<file path="config.mk">
export PLATFORM = sky130hd
export DESIGN_NAME = wb_port_arbiter_flat
export DESIGN_NICKNAME = d
export VERILOG_FILES = /design/src/rtl/wb_arb_pkg.sv /design/src/rtl/wb_port_arbiter_if.sv /design/src/rtl/wb_fifo.sv /design/src/rtl/wb_port_arbiter.sv /design/src/flat_wrapper.sv
export SDC_FILE = /design/constraint.sdc
export NUM_CORES = 1
export LEC_CHECK = 0
export ABC_AREA = 1
export CORE_MARGIN = 2
export CORE_UTILIZATION = 51
export DETAILED_ROUTE_END_ITERATION = 10
export DONT_BUFFER_PORTS = 1
export GPL_ROUTABILITY_DRIVEN = 0
export PLACE_DENSITY_LB_ADDON = 0.2
export SKIP_LAST_GASP = 1
export SLEW_MARGIN = 30
export SYNTH_ARGS = -nofsm -noshare
export SYNTH_HDL_FRONTEND = slang
export SYNTH_SLANG_ARGS = --single-unit
</file>
<file path="constraint.sdc">
create_clock -name clk -period 12.81 [get_ports clk]
set_input_delay 1.9215 -clock clk [delete_from_list [all_inputs] [get_ports clk]]
set_output_delay 1.9215 -clock clk [all_outputs]
set_load 0.1 [all_outputs]
</file>
<file path="src/rtl/wb_arb_pkg.sv">
`default_nettype none
// ============================================================================
// Module      : wb_arb_pkg
// Description : Shared constants and types for the write-back port arbiter:
//               zero-register address, grant encoding, FIFO entry record.
// Revision    : 1.0 - initial release
// ============================================================================
package wb_arb_pkg;

  localparam int WB_WIDTH  = 64;
  localparam int WB_ADDR_W = 5;

  // Register X31 reads as zero; writes to it are dropped at enqueue.
  localparam logic [4:0] XZR_ADDR = 5'd31;

  typedef enum logic {
    GRANT_A = 1'b0,
    GRANT_B = 1'b1
  } grant_t;

  // One pending register-file write at the default geometry.
  typedef struct packed {
    logic [WB_ADDR_W-1:0] addr;
    logic [WB_WIDTH-1:0]  data;
  } wb_entry_t;

endpackage
`default_nettype wire

</file>
<file path="src/rtl/wb_port_arbiter_if.sv">
`default_nettype none
// ============================================================================
// Module      : wb_port_arbiter_if
// Description : Bundle of the two requester handshakes, the register-file
//               write port and the busy flag of the write-back arbiter.
// Revision    : 1.0 - initial release
// ============================================================================
interface wb_port_arbiter_if #(
  parameter int WIDTH  = 64,
  parameter int ADDR_W = 5
);

  logic              aValid;
  logic              aReady;
  logic [ADDR_W-1:0] aAddr;
  logic [WIDTH-1:0]  aData;

  logic              bValid;
  logic              bReady;
  logic [ADDR_W-1:0] bAddr;
  logic [WIDTH-1:0]  bData;

  logic              wrEn;
  logic [ADDR_W-1:0] wrAddr;
  logic [WIDTH-1:0]  wrData;
  logic              busy;

  // Arbiter side.
  modport slave (
    input  aValid, aAddr, aData,
    input  bValid, bAddr, bData,
    output aReady, bReady,
    output wrEn, wrAddr, wrData, busy
  );

  // Requester / environment side.
  modport master (
    output aValid, aAddr, aData,
    output bValid, bAddr, bData,
    input  aReady, bReady,
    input  wrEn, wrAddr, wrData, busy
  );

endinterface
`default_nettype wire

</file>
<file path="src/rtl/wb_fifo.sv">
`default_nettype none
// ============================================================================
// Module      : wb_fifo
// Description : Small in-order FIFO of pending register writes. Pointers wrap
//               modulo BUF_DEPTH; full/empty come from an occupancy count.
// Revision    : 1.0 - initial release
// ============================================================================
module wb_fifo #(
  parameter int WIDTH     = 64,
  parameter int ADDR_W    = 5,
  parameter int BUF_DEPTH = 2
) (
  input  wire logic              clk,
  input  wire logic              reset,
  input  wire logic              push,
  input  wire logic [ADDR_W-1:0] push_addr,
  input  wire logic [WIDTH-1:0]  push_data,
  input  wire logic              pop,
  output logic                   full,
  output logic                   empty,
  output logic [ADDR_W-1:0]      head_addr,
  output logic [WIDTH-1:0]       head_data
);

  localparam int PTR_W = (BUF_DEPTH > 1) ? $clog2(BUF_DEPTH) : 1;
  localparam int CNT_W = PTR_W + 1;
  localparam logic [CNT_W-1:0] C_DEPTH = CNT_W'(BUF_DEPTH);

  logic [ADDR_W-1:0] addr_mem_q [BUF_DEPTH];
  logic [ADDR_W-1:0] addr_mem_d [BUF_DEPTH];
  logic [WIDTH-1:0]  data_mem_q [BUF_DEPTH];
  logic [WIDTH-1:0]  data_mem_d [BUF_DEPTH];
  logic [PTR_W-1:0]  wr_ptr_q, wr_ptr_d;
  logic [PTR_W-1:0]  rd_ptr_q, rd_ptr_d;
  logic [CNT_W-1:0]  count_q, count_d;
  logic              do_push;
  logic              do_pop;

  assign full      = (count_q == C_DEPTH);
  assign empty     = (count_q == '0);
  assign do_push   = push && !full;
  assign do_pop    = pop && !empty;
  assign head_addr = addr_mem_q[rd_ptr_q];
  assign head_data = data_mem_q[rd_ptr_q];

  // Next-state for storage, pointers and occupancy.
  always_comb begin
    addr_mem_d = addr_mem_q;
    data_mem_d = data_mem_q;
    wr_ptr_d   = wr_ptr_q;
    rd_ptr_d   = rd_ptr_q;
    count_d    = count_q;
    if (do_push) begin
      addr_mem_d[wr_ptr_q] = push_addr;
      data_mem_d[wr_ptr_q] = push_data;
      wr_ptr_d             = wr_ptr_q + PTR_W'(1);
    end
    if (do_pop) begin
      rd_ptr_d = rd_ptr_q + PTR_W'(1);
    end
    unique case ({do_push, do_pop})
      2'b10:   count_d = count_q + CNT_W'(1);
      2'b01:   count_d = count_q - CNT_W'(1);
      default: count_d = count_q;
    endcase
  end

  // State registers; reset empties the FIFO.
  always_ff @(posedge clk or posedge reset) begin
    if (reset) begin
      for (int i = 0; i < BUF_DEPTH; i++) begin
        addr_mem_q[i] <= '0;
        data_mem_q[i] <= '0;
      end
      wr_ptr_q <= '0;
      rd_ptr_q <= '0;
      count_q  <= '0;
    end else begin
      addr_mem_q <= addr_mem_d;
      data_mem_q <= data_mem_d;
      wr_ptr_q   <= wr_ptr_d;
      rd_ptr_q   <= rd_ptr_d;
      count_q    <= count_d;
    end
  end

endmodule
`default_nettype wire

</file>
<file path="src/rtl/wb_port_arbiter.sv">
`default_nettype none
// ============================================================================
// Module      : wb_port_arbiter
// Description : Shares the register-file write port between the execute
//               result (A) and the load return (B). Each side is buffered in
//               a wb_fifo; a round-robin arbiter drains one entry per cycle
//               into registered wrEn/wrAddr/wrData. Writes to X31 vanish.
// Revision    : 1.0 - initial release
// ============================================================================
module wb_port_arbiter
  import wb_arb_pkg::*;
#(
  parameter int WIDTH     = 64,
  parameter int ADDR_W    = 5,
  parameter int BUF_DEPTH = 2
) (
  input  wire logic         clk,
  input  wire logic         reset,
  wb_port_arbiter_if.slave  bus
);

  localparam logic [ADDR_W-1:0] C_XZR = ADDR_W'(XZR_ADDR);

  logic              a_full, a_empty, a_push;
  logic              b_full, b_empty, b_push;
  logic [ADDR_W-1:0] a_head_addr, b_head_addr;
  logic [WIDTH-1:0]  a_head_data, b_head_data;
  logic              grant_a, grant_b;

  grant_t            last_grant_q, last_grant_d;
  logic              wr_en_q, wr_en_d;
  logic [ADDR_W-1:0] wr_addr_q, wr_addr_d;
  logic [WIDTH-1:0]  wr_data_q, wr_data_d;

  // Ready reflects fullness only; a full FIFO stays not-ready while popping.
  assign bus.aReady = !a_full;
  assign bus.bReady = !b_full;

  // Zero-register writes complete the handshake but never enter a FIFO.
  assign a_push = bus.aValid && !a_full && (bus.aAddr != C_XZR);
  assign b_push = bus.bValid && !b_full && (bus.bAddr != C_XZR);

  wb_fifo #(
    .WIDTH     (WIDTH),
    .ADDR_W    (ADDR_W),
    .BUF_DEPTH (BUF_DEPTH)
  ) u_fifo_a (
    .clk       (clk),
    .reset     (reset),
    .push      (a_push),
    .push_addr (bus.aAddr),
    .push_data (bus.aData),
    .pop       (grant_a),
    .full      (a_full),
    .empty     (a_empty),
    .head_addr (a_head_addr),
    .head_data (a_head_data)
  );

  wb_fifo #(
    .WIDTH     (WIDTH),
    .ADDR_W    (ADDR_W),
    .BUF_DEPTH (BUF_DEPTH)
  ) u_fifo_b (
    .clk       (clk),
    .reset     (reset),
    .push      (b_push),
    .push_addr (bus.bAddr),
    .push_data (bus.bData),
    .pop       (grant_b),
    .full      (b_full),
    .empty     (b_empty),
    .head_addr (b_head_addr),
    .head_data (b_head_data)
  );

  // Round-robin grant: a lone non-empty FIFO wins; on a tie the side that
  // did not win last time goes.
  always_comb begin
    grant_a = 1'b0;
    grant_b = 1'b0;
    if (!a_empty && !b_empty) begin
      if (last_grant_q == GRANT_B) grant_a = 1'b1;
      else                         grant_b = 1'b1;
    end else if (!a_empty) begin
      grant_a = 1'b1;
    end else if (!b_empty) begin
      grant_b = 1'b1;
    end
  end

  // Output register next-state: load the granted head, else hold addr/data.
  always_comb begin
    last_grant_d = last_grant_q;
    wr_en_d      = 1'b0;
    wr_addr_d    = wr_addr_q;
    wr_data_d    = wr_data_q;
    if (grant_a) begin
      last_grant_d = GRANT_A;
      wr_en_d      = 1'b1;
      wr_addr_d    = a_head_addr;
      wr_data_d    = a_head_data;
    end else if (grant_b) begin
      last_grant_d = GRANT_B;
      wr_en_d      = 1'b1;
      wr_addr_d    = b_head_addr;
      wr_data_d    = b_head_data;
    end
  end

  // Registered write port and round-robin history; B is "last" after reset
  // so A takes the first tie.
  always_ff @(posedge clk or posedge reset) begin
    if (reset) begin
      last_grant_q <= GRANT_B;
      wr_en_q      <= 1'b0;
      wr_addr_q    <= '0;
      wr_data_q    <= '0;
    end else begin
      last_grant_q <= last_grant_d;
      wr_en_q      <= wr_en_d;
      wr_addr_q    <= wr_addr_d;
      wr_data_q    <= wr_data_d;
    end
  end

  assign bus.wrEn   = wr_en_q;
  assign bus.wrAddr = wr_addr_q;
  assign bus.wrData = wr_data_q;
  assign bus.busy   = !a_empty || !b_empty || wr_en_q;

endmodule
`default_nettype wire

</file>
<file path="src/flat_wrapper.sv">
// flat-port wrapper written by rule: the top's interface ports become plain ports
module wb_port_arbiter_flat import wb_arb_pkg::*;
#(
  parameter int WIDTH     = 64,
  parameter int ADDR_W    = 5,
  parameter int BUF_DEPTH = 2
)
  (clk, reset, bus_aValid, bus_aAddr, bus_aData, bus_bValid, bus_bAddr, bus_bData, bus_aReady, bus_bReady, bus_wrEn, bus_wrAddr, bus_wrData, bus_busy);
  wb_port_arbiter_if #(.WIDTH(WIDTH), .ADDR_W(ADDR_W)) bus_i ();
  input  wire logic clk;
  input  wire logic reset;
  input wire logic [$bits(bus_i.aValid)-1:0] bus_aValid;
  input wire logic [$bits(bus_i.aAddr)-1:0] bus_aAddr;
  input wire logic [$bits(bus_i.aData)-1:0] bus_aData;
  input wire logic [$bits(bus_i.bValid)-1:0] bus_bValid;
  input wire logic [$bits(bus_i.bAddr)-1:0] bus_bAddr;
  input wire logic [$bits(bus_i.bData)-1:0] bus_bData;
  output wire logic [$bits(bus_i.aReady)-1:0] bus_aReady;
  output wire logic [$bits(bus_i.bReady)-1:0] bus_bReady;
  output wire logic [$bits(bus_i.wrEn)-1:0] bus_wrEn;
  output wire logic [$bits(bus_i.wrAddr)-1:0] bus_wrAddr;
  output wire logic [$bits(bus_i.wrData)-1:0] bus_wrData;
  output wire logic [$bits(bus_i.busy)-1:0] bus_busy;
  assign bus_i.aValid = bus_aValid;
  assign bus_i.aAddr = bus_aAddr;
  assign bus_i.aData = bus_aData;
  assign bus_i.bValid = bus_bValid;
  assign bus_i.bAddr = bus_bAddr;
  assign bus_i.bData = bus_bData;
  assign bus_aReady = bus_i.aReady;
  assign bus_bReady = bus_i.bReady;
  assign bus_wrEn = bus_i.wrEn;
  assign bus_wrAddr = bus_i.wrAddr;
  assign bus_wrData = bus_i.wrData;
  assign bus_busy = bus_i.busy;
  wb_port_arbiter #(.WIDTH(WIDTH), .ADDR_W(ADDR_W), .BUF_DEPTH(BUF_DEPTH)) u_core (.clk(clk), .reset(reset), .bus(bus_i));
endmodule
</file>
## Yosys cells after proc, flatten, opt, wreduce, memory -nomap -nowiden

Index checks and enable logic that the tools add are counted.
W data, S select, Z words.

- Register bits: 355
- Bits of input ports: 142
- Output and inout port bits: 73
- Logic and storage cells: 107

- Add/sub/neg operators: 8
- $lt $le $gt $ge: 6
- Eq/ne operators: 8
- Multiplexer cells: 41
- Bitwise gates (word level): 4
- Reduce and logical (&&, ||, !) cells: 22

Operator list:

| operator | count |
|---|---|
| $mux W64 | 10 |
| $bwmux W128 | 2 |
| $demux W64 S1 | 2 |
| $mux W5 | 10 |
| $bwmux W10 | 2 |
| $logic_and A1 B1 Y1 | 11 |
| $mux W1 | 11 |
| $demux W5 S1 | 2 |
| $ne A5 B5 Y1 const B | 2 |
| $eq A2 B2 Y1 const B | 4 |
| $ge A2 B2 Y1 const B | 4 |
| $not A1 Y2 | 4 |
| $pmux W2 S2 | 2 |
| $reduce_bool A2 Y1 | 3 |
| $add A1 B1 Y1 const B | 4 |
| $add A2 B1 Y2 const B | 2 |
| $eq A2 B1 Y1 const B | 2 |
| $logic_not A1 Y1 | 4 |
| $logic_not A2 Y1 | 2 |
| $lt A2 B1 Y1 const B | 2 |
| $sub A2 B1 Y2 const B | 2 |
| $logic_or A1 B1 Y1 | 2 |

## Logic depth before layout (Yosys ltp)

Gate-level depths: netlist (run 1).

- Word-level depth: 7
- Gate-level depth with buffers: 9
- Gate-level depth less buffers: 9

## By module

From an unflattened synthesis (run 1), not the netlist that was laid out.

- Cell total of the unflattened synthesis: 2356
- Area, all modules: 17558.1 um2

Modules (own cells, without submodules):

| module | instances | cells an instance | area an instance (um2) | sequential area each (um2) |
|---|---|---|---|---|
| wb_fifo (u_core.u_fifo_a) | 1 | 867 | 6742.7 | 3553.4 |
| wb_fifo (u_core.u_fifo_b) | 1 | 867 | 6732.7 | 3553.4 |
| wb_port_arbiter | 1 | 622 | 4082.7 | 1778.0 |

## Worst setup path after synthesis (run 1)

No wires, ideal clock.

- Kind: reg2out
- Start point: reg u_core.wr_en_q, in the netlist u_core.bus.wrEn
- End point: out bus_busy
- Data arrival time: 1.472 ns
- Data required time: 10.888 ns
- Path slack: 9.416 ns
- Stages on the path, launching flop included: 2
- Buffers on the path: 0
- Cell sequence: dfrtp_1 -> or2_2

- Word-level cells in the longest chain between the ends: 1

RTL lines:

| what | line | source |
|---|---|---|
| start: declaration | wb_port_arbiter.sv:31 | `logic wr_en_q, wr_en_d;` |
| start signal: assignment | wb_port_arbiter.sv:121 | `wr_en_q <= wr_en_d;` |
| $logic_or A1 B1 Y1 | wb_port_arbiter.sv:130 | `assign bus.busy = !a_empty \|\| !b_empty \|\| wr_en_q;` |
| end: declaration | flat_wrapper.sv:23 | `output wire logic [$bits(bus_i.busy)-1:0] bus_busy;` |

No other way between the ends.

## Final worst setup path (run 1)

- Start point: reg u_core.u_fifo_a.count_q[1]
- End point: out bus_busy

- Word-level cells in the longest chain between the ends: 4

RTL lines:

| what | line | source |
|---|---|---|
| start: declaration | wb_fifo.sv:35 | `logic [CNT_W-1:0] count_q, count_d;` |
| start signal: assignment | wb_fifo.sv:83 | `count_q <= count_d;` |
| $logic_not A2 Y1 | wb_fifo.sv:40 | `assign empty = (count_q == '0);` |
| $logic_not A1 Y1 | wb_port_arbiter.sv:130 |  |
| $logic_or A1 B1 Y1 (2 in series) | wb_port_arbiter.sv:130 |  |

No other way between the ends.

==> out/metrics.cfg, run 1 <==
[status]
status=complete, no violations

[floorplanning]
core_area_um2=33400
ioPinCount=215
die_w_um=188
die_y_um=188
die-area_um2=35400
start_util=0.517
core.rowCount=67

[sta]
finalHoldViolCount=0
rsz0062_at_grt=no
slew_headroom=0.310
drv_slew=0
clock.fmax_mhz=219
period_needed_ns=4.57
tns_ns=0
fin_crit_sh=0.357
fin_skew_ns=0.00964
worst_pin_slew_ns=1.04
setup_viol=0

[cts]
cts-htree-levels=2
clock-sinks=355
cts-buffers-inserted=40
tritoncts=yes
clk_path_buf_depth=3
root_buffer=clkbuf_16
clk_latency_ns=0.53
cts_hold_buf=0
post_cts_resized=0
clk_pin_slew_ns=0.06
post_cts_buffers=0

[setup_path]
critPathLaunchType=flop
cp_num_buf_inv=1
crit_required_ns=10.89
cp_num_cells=4
crit_fanout=72
crit_arrival_ns=2.65
slowest_stage=buf_4
cp-end-kind=primary output
reg2regPathDepth=11
critPathKind=reg2out
path_cells=nor2_4 > buf_4 > nand2_1 > or2_2
crit_family=simple AND/OR/NAND/NOR gates
max_stage_delay_ns=0.62

[global_routing]
grt_max_degree=126
grt_first_pass_wirelength_um=80900
antenna_found_initial=0
grt_usage=0.290
grt_pass1_vias=14100
grt.overflow.total=0

[cells_and_area]
final_layout_size_suffix_gt1_frac=0.0548
nNetsFinal=2304
regArea_um2=8890
area_growth_pct=8.67
n_antenna_cell=0
layout_commonest_cell=nand2_1
multi_input_comb_area_um2=7050
fill_cells=3151
final_cell_mix=nand2_1 (1031), dfrtp_1 (350), nand4_1 (323)

[synth]
yosysSeqAreaShare=0.514
syn_area_per_cell_um2=7.58
synth_cell_types=20
ys_ff_latch=355
synth_top_area_cell=dfrtp_1
synth_nets=2424
postSynthCellCount=2280
synth_top_area_frac=0.513
synthTopCellsByArea=dfrtp_1 (51%), nand2_1 (22%), nand4_1 (12%)
syn_area_um2=17300
ys_warn_count=0

[drt]
drtPass1Iterations=7
drtAntennaViolNets=0
drcViolationCount=0
avgRoutedWirePerCell_um=19.3
avgViaCountPerCell=5.66
vias=14900
drt_wl_total_um=51000
drtIter0Drc=1305

[run]
drv_cap=0

[place]
port_buffers=0
dp.final_hpwl_um=30600

[min_path]
hold_depth=2
min-delay-path-class=reg2reg

==> tightest hold or removal path: cells and delay by family, from the launching register on <==
family	cells	cell delay (ns)
flip-flops	1	0.34
AND/OR/NAND/NOR	2	0.09
==> kinds of logic (layout without fill, tap and decap cells) <==
group,after synthesis,count (layout),share of synthesized area
compound gates,78,78,0.0235
flops,355,355,0.514
xor+xnor,5,5,0.00253
simple gates,1478,1478,0.377
buf+inv,362,272,0.0819
fa+ha+maj,2,2,0.00145
==> path summary, 6_finish.rpt <==
| path | startpoint | to | slack (ns) |
|---|---|---|---|
| max in group asynchronous | reset | u_core.u_fifo_b.rd_ptr_q | 10.02 |
| hold reg to reg | u_core.u_fifo_b.data_mem_q[96] | u_core.u_fifo_b.data_mem_q[96] | 0.47 |
| hold / removal | u_core.u_fifo_b.data_mem_q[96] | u_core.u_fifo_b.data_mem_q[96] | 0.47 |
| setup / recovery | u_core.u_fifo_a.count_q[1] | bus_busy | 8.24 |
| min in group asynchronous | reset | u_core.u_fifo_a.data_mem_q[53] | 1.21 |
| setup reg to reg | u_core.u_fifo_a.count_q[1] | u_core.u_fifo_b.count_q[1] | 9.77 |
==> stage by stage <==
| step | area, um2 | worst slack [ns] | std cells | util | hold slack, ns |
|---|---|---|---|---|---|
| 2_1_floorplan | 17300 | 1.04 | 2280 | - | 0.437 |
| 3_3_place_gp | 17300 | 8.31 | 2564 | 0.519 | 0.448 |
| 3_5_place_dp | 17400 | 8.53 | 2565 | 0.520 | 0.453 |
| 4_1_cts | 18700 | 8.23 | 2637 | 0.560 | 0.468 |
| 5_1_grt | 18800 | 8.11 | 2638 | 0.562 | 0.479 |
| 6_report | 18800 | 8.24 | 2638 | 0.562 | 0.465 |
==> registers in the layout (all words and copies together), names as in the netlist <==
name,count
u_core.u_fifo_a.wr_ptr_q,1
u_core.last_grant_q,1
u_core.u_fifo_b.data_mem_q,128
u_core.u_fifo_b.rd_ptr_q,1
u_core.u_fifo_a.rd_ptr_q,1
u_core.u_fifo_b.wr_ptr_q,1
u_core.u_fifo_a.count_q,2
u_core.u_fifo_b.addr_mem_q,10
u_core.bus.wrData,64
u_core.u_fifo_b.count_q,2
u_core.u_fifo_a.data_mem_q,128
u_core.bus.wrEn,1
u_core.u_fifo_a.addr_mem_q,10
u_core.bus.wrAddr,5
==> routing by layer <==
metal | routed length, um | vias to the layer above | track usage
met2 | 24900 | 447 | 0.475
met1 | 19800 | 7238 | 0.371
met3 | 4500 | 92 | 0.0786
met5 | 0 | - | 0
met4 | 1780 | 0 | 0.101
li1 | - | 7157 | -
==> Yosys cell counts <==
| master | number |
|---|---|
| nand2_1 | 1034 |
| dfrtp_1 | 354 |
| nand4_1 | 323 |
| inv_1 | 165 |
| clkbuf_1 | 136 |
| nand3_1 | 117 |
| o21ai_0 | 72 |
| buf_2 | 45 |
| buf_1 | 9 |
| inv_2 | 7 |
| a21oi_1 | 3 |
| xnor2_1 | 3 |
| a21boi_2 | 2 |
| ha_1 | 2 |
| nor2_1 | 2 |
| xor2_1 | 2 |
| dfstp_2 | 1 |
| nor2_2 | 1 |
| o21ai_2 | 1 |
| or2_2 | 1 |
==> cell type report <==
class | instances | area share
clock buffers | 57 | 0.0637
multi-input cells | 1563 | 0.375
clock inverters | 15 | 0.00833
repair buffers | 28 | 0.0147
well taps | 448 | 0.0298
flip-flops and latches | 355 | 0.473
inverters | 172 | 0.0348
Power of run 1 is left out: the tool's default activity adds up to more than one toggle a clock period on the data nets, which glitch-free logic cannot reach.
==> run 2: changes to the inputs <==
clock period = 3.9 ns   (was 12.81 ns; I/O delays follow)
==> out/metrics.cfg, run 2 (same netlist as run 1, synthesis figures left out) <==
[setup_path]
max_stage_delay_ns=0.55  ; -0.07 ns
crit_arrival_ns=2.29  ; -0.36 ns
critPathLaunchType=flop
crit_required_ns=3.31  ; -7.58 ns
cp-end-kind=primary output
r2r_slack_ns=1.28  ; -8.49 ns
cp_num_buf_inv=1  ; unchanged
path_cells=nor2_4 > buf_4 > nand2_1 > or2_2
slowest_stage=or2_2
crit_family=simple AND/OR/NAND/NOR gates
critPathKind=reg2out
reg2regPathDepth=7  ; -4
cp_num_cells=4  ; unchanged
crit_fanout=36  ; -50%

[cells_and_area]
fill_cells=3154  ; +0.095%
area_growth_pct=8.63  ; about the same
nNetsFinal=2313  ; +0.39%
stdcell_area_um2=18800  ; about the same
regArea_um2=8890  ; unchanged
layout_commonest_cell=nand2_1
final_core_util=0.561  ; about the same
n_antenna_cell=0  ; unchanged
multi_input_comb_area_um2=7050  ; unchanged
final_layout_size_suffix_gt1_frac=0.0560  ; +0.00117
final_cell_mix=nand2_1 (1031), dfrtp_1 (350), nand4_1 (323)

[power]
fin_total_pwr_mw=20.8
leakage_nw=9.98
max-vdd-ir-drop_mv=0.836
power.density_nw_per_um2=1110

[floorplanning]
core.rowCount=67  ; unchanged
core_area_um2=33400  ; unchanged
start_util=0.517  ; unchanged
die_w_um=188  ; unchanged
die_y_um=188  ; unchanged
ioPinCount=215  ; unchanged
die-area_um2=35400  ; unchanged

[drt]
drtPass1Iterations=6  ; -1
drcViolationCount=0  ; unchanged
drt_wl_total_um=51500  ; +0.88%
avgViaCountPerCell=5.66  ; about the same
drtIter0Drc=1243  ; -4.8%
avgRoutedWirePerCell_um=19.5  ; +0.57%
drtAntennaViolNets=0  ; unchanged
vias=15000  ; +0.33%

[sta]
slew_headroom=0.325  ; +0.0149
clock.fmax_mhz=348
finalHoldViolCount=0  ; unchanged
fin_crit_sh=0.737
fin_ws_ns=1.03  ; -7.21 ns
setup_viol=0  ; unchanged
fin_skew_ns=0.0145  ; +0.00488 ns
tns_ns=0  ; unchanged
drv_slew=0  ; unchanged
rsz0062_at_grt=no
worst_pin_slew_ns=1.01  ; -0.0224 ns
period_needed_ns=2.87

[place]
dp.final_hpwl_um=31700  ; +3.6%
dpl_cell_area_um2=17500  ; +0.57%
post-place-ws_ns=1.12  ; -7.41 ns
port_buffers=0  ; unchanged

[global_routing]
antenna_found_initial=0  ; unchanged
grt_first_pass_wirelength_um=81300  ; +0.56%
grt.overflow.total=0  ; unchanged
grt_usage=0.290  ; +0.000595
grt_max_degree=117  ; -7.1%
grt_pass1_vias=14500  ; +2.2%

[cts]
clock-sinks=355  ; unchanged
tritoncts=yes
root_buffer=clkbuf_16
post_cts_buffers=0  ; unchanged
clk_pin_slew_ns=0.06  ; about the same
clk_path_buf_depth=3  ; unchanged
cts_hold_buf=0  ; unchanged
cts-buffers-inserted=41  ; +2.5%
cts-htree-levels=2  ; unchanged
post_cts_resized=0  ; unchanged
clk_latency_ns=0.53  ; about the same

[run]
drv_cap=0  ; unchanged

[min_path]
min-delay-path-class=in2async

[status]
status=complete, no violations

-- run 2: cell types whose count changed in the layout (fill, tap and decap cells not counted), sizes merged --
cell	change
inv	-2
clkinv	-3
buf	+8
clkinvlp	+1
clkbuf	+7
bufinv	-3
-- run 2: where the power goes --
part	total (mW)	switching, mW	internal [mW]
logic	7.66	5.42	2.24
clock network	3.68	1.50	2.18
registers	9.42	3.97	5.46
total	20.8	10.9	9.87
-- run 2: layout make-up --
cell class | count | share of cell area
clock buffers | 64 | 0.0662
flip-flops and latches | 355 | 0.474
inverters | 172 | 0.0347
clock inverters | 8 | 0.00227
multi-input cells | 1563 | 0.375
repair buffers | 36 | 0.0181
well taps | 448 | 0.0299
-- run 2: metrics by stage --
| stage | std cells | hold WS (ns) |
|---|---|---|
| after global placement | 2574 | 0.448 |
| after detailed placement | 2574 | 0.453 |
| after CTS | 2646 | 0.0472 |
| final | 2646 | 0.0295 |
| after global routing | 2646 | 0.0768 |
| after floorplan | 2280 | 0.437 |
-- run 2: final timing paths --
kind / start / end
min reg2reg: u_core.u_fifo_b.data_mem_q[64] / u_core.u_fifo_b.data_mem_q[64]
min: reset / u_core.u_fifo_a.data_mem_q[55]
min in group clk: bus_aData[31] / u_core.u_fifo_a.data_mem_q[95]
max: u_core.u_fifo_a.count_q[0] / bus_busy
max in group asynchronous: reset / u_core.u_fifo_b.data_mem_q[98]
max reg2reg: u_core.u_fifo_a.count_q[0] / u_core.u_fifo_a.data_mem_q[103]
-- run 2: routing by layer --
metal / vias up / global-route usage / wire, um
met5: - / 0 / 0
met4: 0 / 0.105 / 1880
met1: 7246 / 0.358 / 20000
li1: 7183 / - / -
met2: 454 / 0.483 / 25000
met3: 100 / 0.0885 / 4560
-- run 2: worst reg2reg max path, stage by stage, from the launching register on --
cell and delay (ns):
dfrtp_1 0.47, inv_2 0.09, a21boi_4 0.15, buf_4 0.55, nand3_2 0.59, buf_4 0.49
nand2_1 0.11, nand2_1 0.06
No activity file was read; power rests on OpenSTA's default activity.
